[config.mk]
export PLATFORM = sky130hd
export DESIGN_NAME = iob_wb_rr_arbiter
export DESIGN_NICKNAME = d
export VERILOG_FILES = /design/src/rtl/iob_wb_rr_arbiter.sv
export SDC_FILE = /design/constraint.sdc
export NUM_CORES = 1
export LEC_CHECK = 0
export BUFFER_PORTS_ARGS = -buffer_cell sky130_fd_sc_hd__buf_2
export CELL_PAD_IN_SITES_DETAIL_PLACEMENT = 2
export CELL_PAD_IN_SITES_GLOBAL_PLACEMENT = 2
export CORE_MARGIN = 5
export CORE_UTILIZATION = 22
export CTS_CLUSTER_SIZE = 40
export DETAILED_ROUTE_END_ITERATION = 10
export PLACE_DENSITY_LB_ADDON = 0.2
export SYNTH_ARGS = -nofsm -noshare
export SYNTH_HDL_FRONTEND = slang
export SYNTH_SLANG_ARGS = --single-unit
[constraint.sdc]
create_clock -name clk_i -period 3.7 [get_ports clk_i]
set_input_delay 0.74 -clock clk_i [delete_from_list [all_inputs] [get_ports clk_i]]
set_output_delay 0.74 -clock clk_i [all_outputs]
set_load 0.02 [all_outputs]
[src/rtl/iob_wb_rr_arbiter.sv]
// ---------------------------------------------------------------------------
// iob_wb_rr_arbiter
//
// Round-robin arbiter that lets N_REQ IOb requesters share one IOb manager
// port.  It is placed in front of the IOb-to-Wishbone converter so several
// cores can reach a single Wishbone subordinate.  Only one transaction is
// ever outstanding toward the converter; a read keeps ownership of the port
// until its read data comes back.
//
// Parameters
//   N_REQ   number of requester ports (2..8)
//   ADDR_W  address width, common to all ports
//   DATA_W  data width; strobe width is DATA_W/8
//
// Ports
//   clk_i       clock
//   cke_i       clock enable; 0 freezes all state
//   arst_i      synchronous active-high reset, overrides cke_i
//   s_valid_i   per-requester request valid
//   s_addr_i    per-requester address, requester k uses slice k
//   s_wdata_i   per-requester write data, slice k
//   s_wstrb_i   per-requester write strobes, slice k; all-zero means read
//   s_ready_o   per-requester accept, only the owner can see it
//   s_rvalid_o  per-requester read data valid, only the owner can see it
//   s_rdata_o   read data broadcast to all requesters
//   m_valid_o   request valid toward the converter (registered)
//   m_addr_o    address toward the converter (registered owner copy)
//   m_wdata_o   write data toward the converter (registered owner copy)
//   m_wstrb_o   strobes toward the converter (registered owner copy)
//   m_ready_i   converter accepted the request
//   m_rvalid_i  converter read data valid
//   m_rdata_i   converter read data
//   grant_o     one-hot current owner, 0 when idle
// ---------------------------------------------------------------------------
module iob_wb_rr_arbiter #(
    parameter int N_REQ  = 2,
    parameter int ADDR_W = 32,
    parameter int DATA_W = 32
) (
    input  logic                          clk_i,
    input  logic                          cke_i,
    input  logic                          arst_i,
    input  logic [N_REQ-1:0]              s_valid_i,
    input  logic [N_REQ*ADDR_W-1:0]       s_addr_i,
    input  logic [N_REQ*DATA_W-1:0]       s_wdata_i,
    input  logic [N_REQ*(DATA_W/8)-1:0]   s_wstrb_i,
    output logic [N_REQ-1:0]              s_ready_o,
    output logic [N_REQ-1:0]              s_rvalid_o,
    output logic [DATA_W-1:0]             s_rdata_o,
    output logic                          m_valid_o,
    output logic [ADDR_W-1:0]             m_addr_o,
    output logic [DATA_W-1:0]             m_wdata_o,
    output logic [DATA_W/8-1:0]           m_wstrb_o,
    input  logic                          m_ready_i,
    input  logic                          m_rvalid_i,
    input  logic [DATA_W-1:0]             m_rdata_i,
    output logic [N_REQ-1:0]              grant_o
);

    localparam int STRB_W = DATA_W / 8;
    localparam int PTR_W  = (N_REQ > 1) ? $clog2(N_REQ) : 1;

    typedef enum logic [1:0] {
        ST_IDLE    = 2'd0,
        ST_ISSUE   = 2'd1,
        ST_WAIT_RD = 2'd2
    } state_t;

    // Registered state and its next-state copies
    state_t              state_q,    state_d;
    logic [PTR_W-1:0]    prio_ptr_q, prio_ptr_d;
    logic [PTR_W-1:0]    owner_q,    owner_d;
    logic [N_REQ-1:0]    grant_q,    grant_d;
    logic                m_valid_q,  m_valid_d;
    logic [ADDR_W-1:0]   addr_q,     addr_d;
    logic [DATA_W-1:0]   wdata_q,    wdata_d;
    logic [STRB_W-1:0]   wstrb_q,    wstrb_d;

    // Arbitration result for the current cycle
    logic                pick_found_s;
    logic [PTR_W-1:0]    pick_idx_s;
    logic [N_REQ-1:0]    pick_onehot_s;
    logic [ADDR_W-1:0]   pick_addr_s;
    logic [DATA_W-1:0]   pick_wdata_s;
    logic [STRB_W-1:0]   pick_wstrb_s;

    // Handshake pass-through qualifiers
    logic                is_read_s;
    logic                ready_pass_s;
    logic                rvalid_pass_s;

    // Pointer increment with an explicit wrap, so non-power-of-2 N_REQ
    // never produces an index past the last requester.
    function automatic logic [PTR_W-1:0] ptr_inc(input logic [PTR_W-1:0] p);
        logic [PTR_W-1:0] r;
        if (p == PTR_W'(N_REQ - 1)) begin
            r = {PTR_W{1'b0}};
        end else begin
            r = p + PTR_W'(1);
        end
        return r;
    endfunction

    // Round-robin search: first valid requester at or after prio_ptr_q
    always_comb begin
        logic [PTR_W-1:0] cand;
        pick_found_s = 1'b0;
        pick_idx_s   = prio_ptr_q;
        cand         = prio_ptr_q;
        for (int i = 0; i < N_REQ; i++) begin
            if (!pick_found_s && s_valid_i[cand]) begin
                pick_found_s = 1'b1;
                pick_idx_s   = cand;
            end else begin
                pick_found_s = pick_found_s;
            end
            cand = ptr_inc(cand);
        end
    end

    // Select the winner's payload and one-hot grant using constant slices
    always_comb begin
        pick_onehot_s = {N_REQ{1'b0}};
        pick_addr_s   = {ADDR_W{1'b0}};
        pick_wdata_s  = {DATA_W{1'b0}};
        pick_wstrb_s  = {STRB_W{1'b0}};
        for (int k = 0; k < N_REQ; k++) begin
            if (pick_idx_s == PTR_W'(k)) begin
                pick_onehot_s[k] = 1'b1;
                pick_addr_s      = s_addr_i[k*ADDR_W +: ADDR_W];
                pick_wdata_s     = s_wdata_i[k*DATA_W +: DATA_W];
                pick_wstrb_s     = s_wstrb_i[k*STRB_W +: STRB_W];
            end else begin
                pick_onehot_s[k] = 1'b0;
            end
        end
    end

    assign is_read_s = (wstrb_q == {STRB_W{1'b0}});

    // Ready/rvalid pass-throughs; frozen clock or pending reset masks them
    // so a stale handshake can never reach a requester.
    always_comb begin
        ready_pass_s  = 1'b0;
        rvalid_pass_s = 1'b0;
        if (cke_i && !arst_i) begin
            ready_pass_s  = (state_q == ST_ISSUE) && m_ready_i;
            // A zero-latency read returns data in the accept cycle itself.
            rvalid_pass_s = m_rvalid_i &&
                            ((state_q == ST_WAIT_RD) ||
                             ((state_q == ST_ISSUE) && m_ready_i && is_read_s));
        end else begin
            ready_pass_s  = 1'b0;
            rvalid_pass_s = 1'b0;
        end
    end

    // Next-state logic for the arbitration FSM and its registered outputs
    always_comb begin
        state_d    = state_q;
        prio_ptr_d = prio_ptr_q;
        owner_d    = owner_q;
        grant_d    = grant_q;
        m_valid_d  = m_valid_q;
        addr_d     = addr_q;
        wdata_d    = wdata_q;
        wstrb_d    = wstrb_q;
        case (state_q)
            ST_IDLE: begin
                if (pick_found_s) begin
                    state_d   = ST_ISSUE;
                    owner_d   = pick_idx_s;
                    grant_d   = pick_onehot_s;
                    m_valid_d = 1'b1;
                    addr_d    = pick_addr_s;
                    wdata_d   = pick_wdata_s;
                    wstrb_d   = pick_wstrb_s;
                end else begin
                    state_d = ST_IDLE;
                end
            end
            ST_ISSUE: begin
                if (m_ready_i) begin
                    m_valid_d = 1'b0;
                    if (!is_read_s || m_rvalid_i) begin
                        // Write accepted, or read answered in the same cycle
                        state_d    = ST_IDLE;
                        grant_d    = {N_REQ{1'b0}};
                        prio_ptr_d = ptr_inc(owner_q);
                    end else begin
                        state_d = ST_WAIT_RD;
                    end
                end else begin
                    state_d = ST_ISSUE;
                end
            end
            ST_WAIT_RD: begin
                if (m_rvalid_i) begin
                    state_d    = ST_IDLE;
                    grant_d    = {N_REQ{1'b0}};
                    prio_ptr_d = ptr_inc(owner_q);
                end else begin
                    state_d = ST_WAIT_RD;
                end
            end
            default: begin
                state_d   = ST_IDLE;
                grant_d   = {N_REQ{1'b0}};
                m_valid_d = 1'b0;
            end
        endcase
    end

    // FSM register: synchronous reset wins over the clock enable
    always_ff @(posedge clk_i) begin
        if (arst_i) begin
            state_q    <= ST_IDLE;
            prio_ptr_q <= {PTR_W{1'b0}};
            owner_q    <= {PTR_W{1'b0}};
            grant_q    <= {N_REQ{1'b0}};
            m_valid_q  <= 1'b0;
            addr_q     <= {ADDR_W{1'b0}};
            wdata_q    <= {DATA_W{1'b0}};
            wstrb_q    <= {STRB_W{1'b0}};
        end else if (cke_i) begin
            state_q    <= state_d;
            prio_ptr_q <= prio_ptr_d;
            owner_q    <= owner_d;
            grant_q    <= grant_d;
            m_valid_q  <= m_valid_d;
            addr_q     <= addr_d;
            wdata_q    <= wdata_d;
            wstrb_q    <= wstrb_d;
        end else begin
            state_q    <= state_q;
            prio_ptr_q <= prio_ptr_q;
            owner_q    <= owner_q;
            grant_q    <= grant_q;
            m_valid_q  <= m_valid_q;
            addr_q     <= addr_q;
            wdata_q    <= wdata_q;
            wstrb_q    <= wstrb_q;
        end
    end

    assign m_valid_o  = m_valid_q;
    assign m_addr_o   = addr_q;
    assign m_wdata_o  = wdata_q;
    assign m_wstrb_o  = wstrb_q;
    assign grant_o    = grant_q;
    assign s_ready_o  = ready_pass_s  ? grant_q : {N_REQ{1'b0}};
    assign s_rvalid_o = rvalid_pass_s ? grant_q : {N_REQ{1'b0}};
    assign s_rdata_o  = m_rdata_i;

endmodule

# ---- Yosys cells after proc, flatten, opt, wreduce, memory -nomap -nowiden
# Cells that the tools add are included.
# W data, S select, Z words.
dict set report word_totals {
  regBits 75
  input_bits 175
  output_inout_bits 107
  word_cells 71
}
dict set report op_classes {
  n_addsub 2
  n_lt_le_gt_ge 2
  eq_ne 6
  n_mux 35
  n_bitwise 1
  reduce_logical 17
}
# cell count
set ops {}
lappend ops {{$mux W32} 2}
lappend ops {{$mux W1} 19}
lappend ops {{$mux W2} 9}
lappend ops {{$pmux W2 S3} 2}
lappend ops {{$reduce_and A5 Y1} 2}
lappend ops {{$ne A2 B2 Y1 const B} 3}
lappend ops {{$logic_and A1 B1 Y1} 5}
lappend ops {{$logic_not A4 Y1} 1}
lappend ops {{$lt A1 B2 Y1 const B} 2}
lappend ops {{$mux W4} 1}
lappend ops {{$reduce_and A4 Y1} 1}
lappend ops {{$logic_not A1 Y1} 3}
lappend ops {{$pmux W1 S3} 1}
lappend ops {{$reduce_and A3 Y1} 1}
lappend ops {{$add A1 B1 Y1 const B} 2}
lappend ops {{$eq A2 B1 Y1 const B} 1}
lappend ops {{$eq A2 B2 Y1 const B} 1}
lappend ops {{$logic_not A2 Y1} 1}
lappend ops {{$logic_or A1 B1 Y1} 2}
lappend ops {{$ne A2 B1 Y1 const B} 1}
lappend ops {{$pmux W1 S2} 1}
lappend ops {{$reduce_bool A2 Y1} 1}
lappend ops {{$not A1 Y1} 1}

# ---- Logic depth before layout (Yosys ltp)
dict set report depth {
  word_depth 9
  ltp_mapped 6
  ltp_nobuf 4
}

# ---- Worst setup path before layout
# OpenSTA, ideal clock, no wires.
dict set report synth_timing {
  path_kind {in2out}
  start {input port arst_i}
  end {output port s_ready_o[1]}
  arrival_ns 1.636
  required_ns 2.960
  path_slack_ns 1.324
  path_stages 3
  n_path_buf 2
  cell_sequence {clkbuf_1 > clkbuf_1 > nor3b_1}
}
dict set report synth_between {
  elab_chain_len 4
}
# element line
set synth_rtl {}
lappend synth_rtl {{start, declared} 42} ;# input logic arst_i,
lappend synth_rtl {{$logic_not A1 Y1} 146} ;# if (cke_i && !arst_i) begin
lappend synth_rtl {{$logic_and A1 B1 Y1} 146}
lappend synth_rtl {{$mux W1} 146}
lappend synth_rtl {{$mux W2} 251} ;# assign s_ready_o = ready_pass_s ? grant_q : {N_REQ{1'b0}};
lappend synth_rtl {{end, declared} 47} ;# output logic [N_REQ-1:0] s_ready_o,
# No other way between the ends.

# ---- Final worst setup path
dict set report layout_timing {
  start {register wstrb_q[3], in the netlist m_wstrb_o[3]}
  end {output port s_rvalid_o[0]}
}
dict set report layout_between {
  elab_chain_len 6
}
# element line
set layout_rtl {}
lappend layout_rtl {{start, declared} 77} ;# logic [STRB_W-1:0] wstrb_q, wstrb_d;
lappend layout_rtl {{start signal, assigned} 224} ;# wstrb_q <= {STRB_W{1'b0}};
lappend layout_rtl {{start signal, assigned} 233} ;# wstrb_q <= wstrb_d;
lappend layout_rtl {{start signal, assigned} 242} ;# wstrb_q <= wstrb_q;
lappend layout_rtl {{$logic_not A4 Y1} 139} ;# assign is_read_s = (wstrb_q == {STRB_W{1'b0}});
lappend layout_rtl {{$logic_and A1 B1 Y1} 151} ;# ((state_q == ST_ISSUE) && m_ready_i && is_read_s));
lappend layout_rtl {{$logic_or A1 B1 Y1} 150} ;# ((state_q == ST_WAIT_RD) ||
lappend layout_rtl {{$logic_and A1 B1 Y1} 149} ;# rvalid_pass_s = m_rvalid_i &&
lappend layout_rtl {{$mux W1} 146}
lappend layout_rtl {{$mux W2} 252} ;# assign s_rvalid_o = rvalid_pass_s ? grant_q : {N_REQ{1'b0}};
lappend layout_rtl {{end, declared} 48} ;# output logic [N_REQ-1:0] s_rvalid_o,
# No other way between the ends.

==> impl_results.md <==
* Routability Congestion at roughly 0.73
* Chip height at 139.0 um
* Pin slew with the least headroom to its limit at 0.6153 ns
* Place WS at 1.161 ns
* Synth Area per Inst at 9.381 um2
* PwrDens at 467.3 nW/um2
* PortBufs at 217
* Total I/O pin count at 282
* R2R cell count at 4
* WHS Path Cells at 2
* Wirelength per Cell at 16.13 um
* Initial antenna violation count at 0
* Sum Neg Setup Slack at 0 ns
* Number of global-route vias before repair at 3666
* Clock-pin slew on the worst setup and hold paths at 0.06 ns
* Clk_skew at around 0.0090 ns
* Clk_lat worst skew at 0.33 ns
* Via density at ~4.4
* RSZ-0062 raised after global routing: false
* Worst Setup Start Kind: register
* Fin crit share at roughly 76%
* WP data required at roughly 3.0 ns
* CTS tree: built
* GR Util met1 at 14.99%
* Static leakage at 2.256 nW
* Core Region at 16470 um2
* CTS H-tree lvls at 3
* Commonest non-fill, non-tap cells in the layout: buf_2, nor2_1, dfxtp_1
* CTS resizes at 0
* Critical path arrival at 2.09 ns
* Pin count of the biggest net entering global routing at around 140
* Net Sw Frac at 29.33%
* Sequential share of power at 40.1%
* CTS Hold Bufs at 0
* Yosys reg bits at 75
* Die X at between 100 and 150 um
* Max-slew violations at 0
* CP Class: register to output pin
* Power, Total at between 2 and 2.5 mW
* Drt pass-1 iters at 3
* Hold/Removal Path Class: register to register
* Non-Filler Instances at 780
* Status: complete, no violations
* Period minus WS final at 2.829 ns
* P&R area growth vs syn at 34.95%
* P_int at 1.630 mW
* Nets at 732
* Syn Std Cell Area at 3659 um2
* Cells after DPL at 766
* Final setup viols at 0
* Root buf cell: clkbuf_16
* Crit path capture type: output pin
* Combinational share of power at 22.4%
* # diodes at 0
* CTS buffer count at 9
* Post-synth top area share at 41.04%
* Largest area contributor in the netlist: dfxtp_1
* Top Usage Layer GRT: met2
* Total track usage at 12.51%
* Synth Net Count at roughly 570
* Peak supply drop at 184.6 uV
* Row Count at 47
* Number of hold violations in the final report at 0
* # clock sinks at 75
* Clock buffer depth at 2
* Mapped Cells at 390
* Slew headroom at 58.98%
* Filler cell count at 1915
* Crit Path Max Fanout at 3
* Vias at 3433
* Achievable clock frequency at 353.5 MHz
* DRT iter0 DRCs at 38
* WL final at between 10000 and 15000 um
* Final WS setup at between 0.8 and 0.9 ns
* GRT overflow at 0
* Ys Warns at 0
* Most common cell after layout, fill and taps aside: buf_2
* Global-route wire length before repair at 19540 um
* Post-CTS setup buffer count at 0
* Fraction of layout cells with a size suffix above 1 at 42.32%
* Total of max-cap violations at 0
* Die footprint at 19310 um2
* Post-DRT Antenna Nets at 0
* Switching power at 676.7 uW
* # DRC at 0
* Sequential share of the synthesized area at 41.04%
* Post-DP HPWL at around 9500 um
* Initial Utilization at approximately 22%
* GRT met2 Usage at 19.92%
* Distinct cells, synth at 32
* Clock share of power at 37.6%
* Met3 usage at 5.103%
* Ranking of synthesized cells by area: dfxtp_1, mux2i_1, a211oi_1
[path summary, 6_finish.rpt]
kind	startpoint	to	slack, ns
setup / recovery	m_wstrb_o[3]$_SDFFE_PP0P_	s_rvalid_o[0]	0.87
hold / removal	owner_q$_SDFFE_PP0P_	owner_q$_SDFFE_PP0P_	0.47
setup reg to reg	prio_ptr_q$_SDFFE_PP0P_	m_wstrb_o[3]$_SDFFE_PP0P_	1.87
hold reg to reg	owner_q$_SDFFE_PP0P_	owner_q$_SDFFE_PP0P_	0.47
[power groups by stage]
stage	Clock [mW]	Combinational, mW	Sequential (mW)
floorplan	0	0.290	1.03
global placement	0	0.517	0.938
detailed placement	0	0.530	0.943
CTS	0.911	0.532	0.926
global route	0.932	0.571	0.933
finish	0.866	0.517	0.924
[layout make-up]
class | count | area, um2 | area share (%)
multi-input cells | 246 | 1720 | 34.85
flip-flops and latches | 75 | 1501 | 30.41
repair buffers | 221 | 1141 | 23.11
well taps | 220 | 275.3 | 5.575
clock buffers | 12 | 246.5 | 4.992
clock inverters | 2 | 37.54 | 0.7603
inverters | 4 | 15.01 | 0.3041
[routing by layer]
layer | part of all wire (%) | routed length (um)
met5 | 0 | 0
met4 | 2.0 | 250
met3 | 9.4 | 1180
met2 | 44 | 5547
met1 | 45 | 5605
[cells in the mapped netlist, drive strengths merged]
cell,instances
clkbuf,12
nand3b,1
dfxtp,75
inv,4
nand2,3
and2,2
o22ai,2
or4,2
o31ai,2
a211oi,68
nor3b,1
a2bb2oi,1
a21oi,2
nand4,1
nor3,3
nand4b,1
a22oi,1
maj3,1
buf,53
mux2,1
nand2b,4
o21ai,3
or3,1
nor2b,1
o32ai,1
mux2i,68
nor2,75
a311oi,1
[metrics by stage]
stage	hold slack (ns)	util [%]	area, um2
global placement	0.4524	28.26	4653
floorplan	0.4367	-	3659
CTS	0.4742	29.98	4937
finish	0.4688	29.98	4937
global route	0.4896	29.98	4937
detailed placement	0.4649	28.26	4653
[flip-flops by register name (all words and copies together) (netlist names)]
| register | flops |
|---|---|
| m_addr_o | 32 |
| m_wdata_o | 32 |
| m_wstrb_o | 4 |
| grant_o | 2 |
| state_q | 2 |
| m_valid_o | 1 |
| owner_q | 1 |
| prio_ptr_q | 1 |
[critical path: stages, from the launching register on]
cell and delay (ns):
dfxtp_1 0.32, or4_4 0.55, a2bb2oi_1 0.16, nor3_1 0.39
and2_1 0.19, buf_2 0.16
[kinds of logic (layout without fill, tap and decap cells)]
family / count (synthesis) / in the layout / share of synthesized area (%)
simple gates: 95 / 95 / 11.25
compound gates: 81 / 81 / 16.31
flops: 75 / 75 / 41.04
mux: 69 / 69 / 18.91
buf+inv: 69 / 239 / 12.21
fa+ha+maj: 1 / 1 / 0.2736
Power figures use the tool's default switching activity.
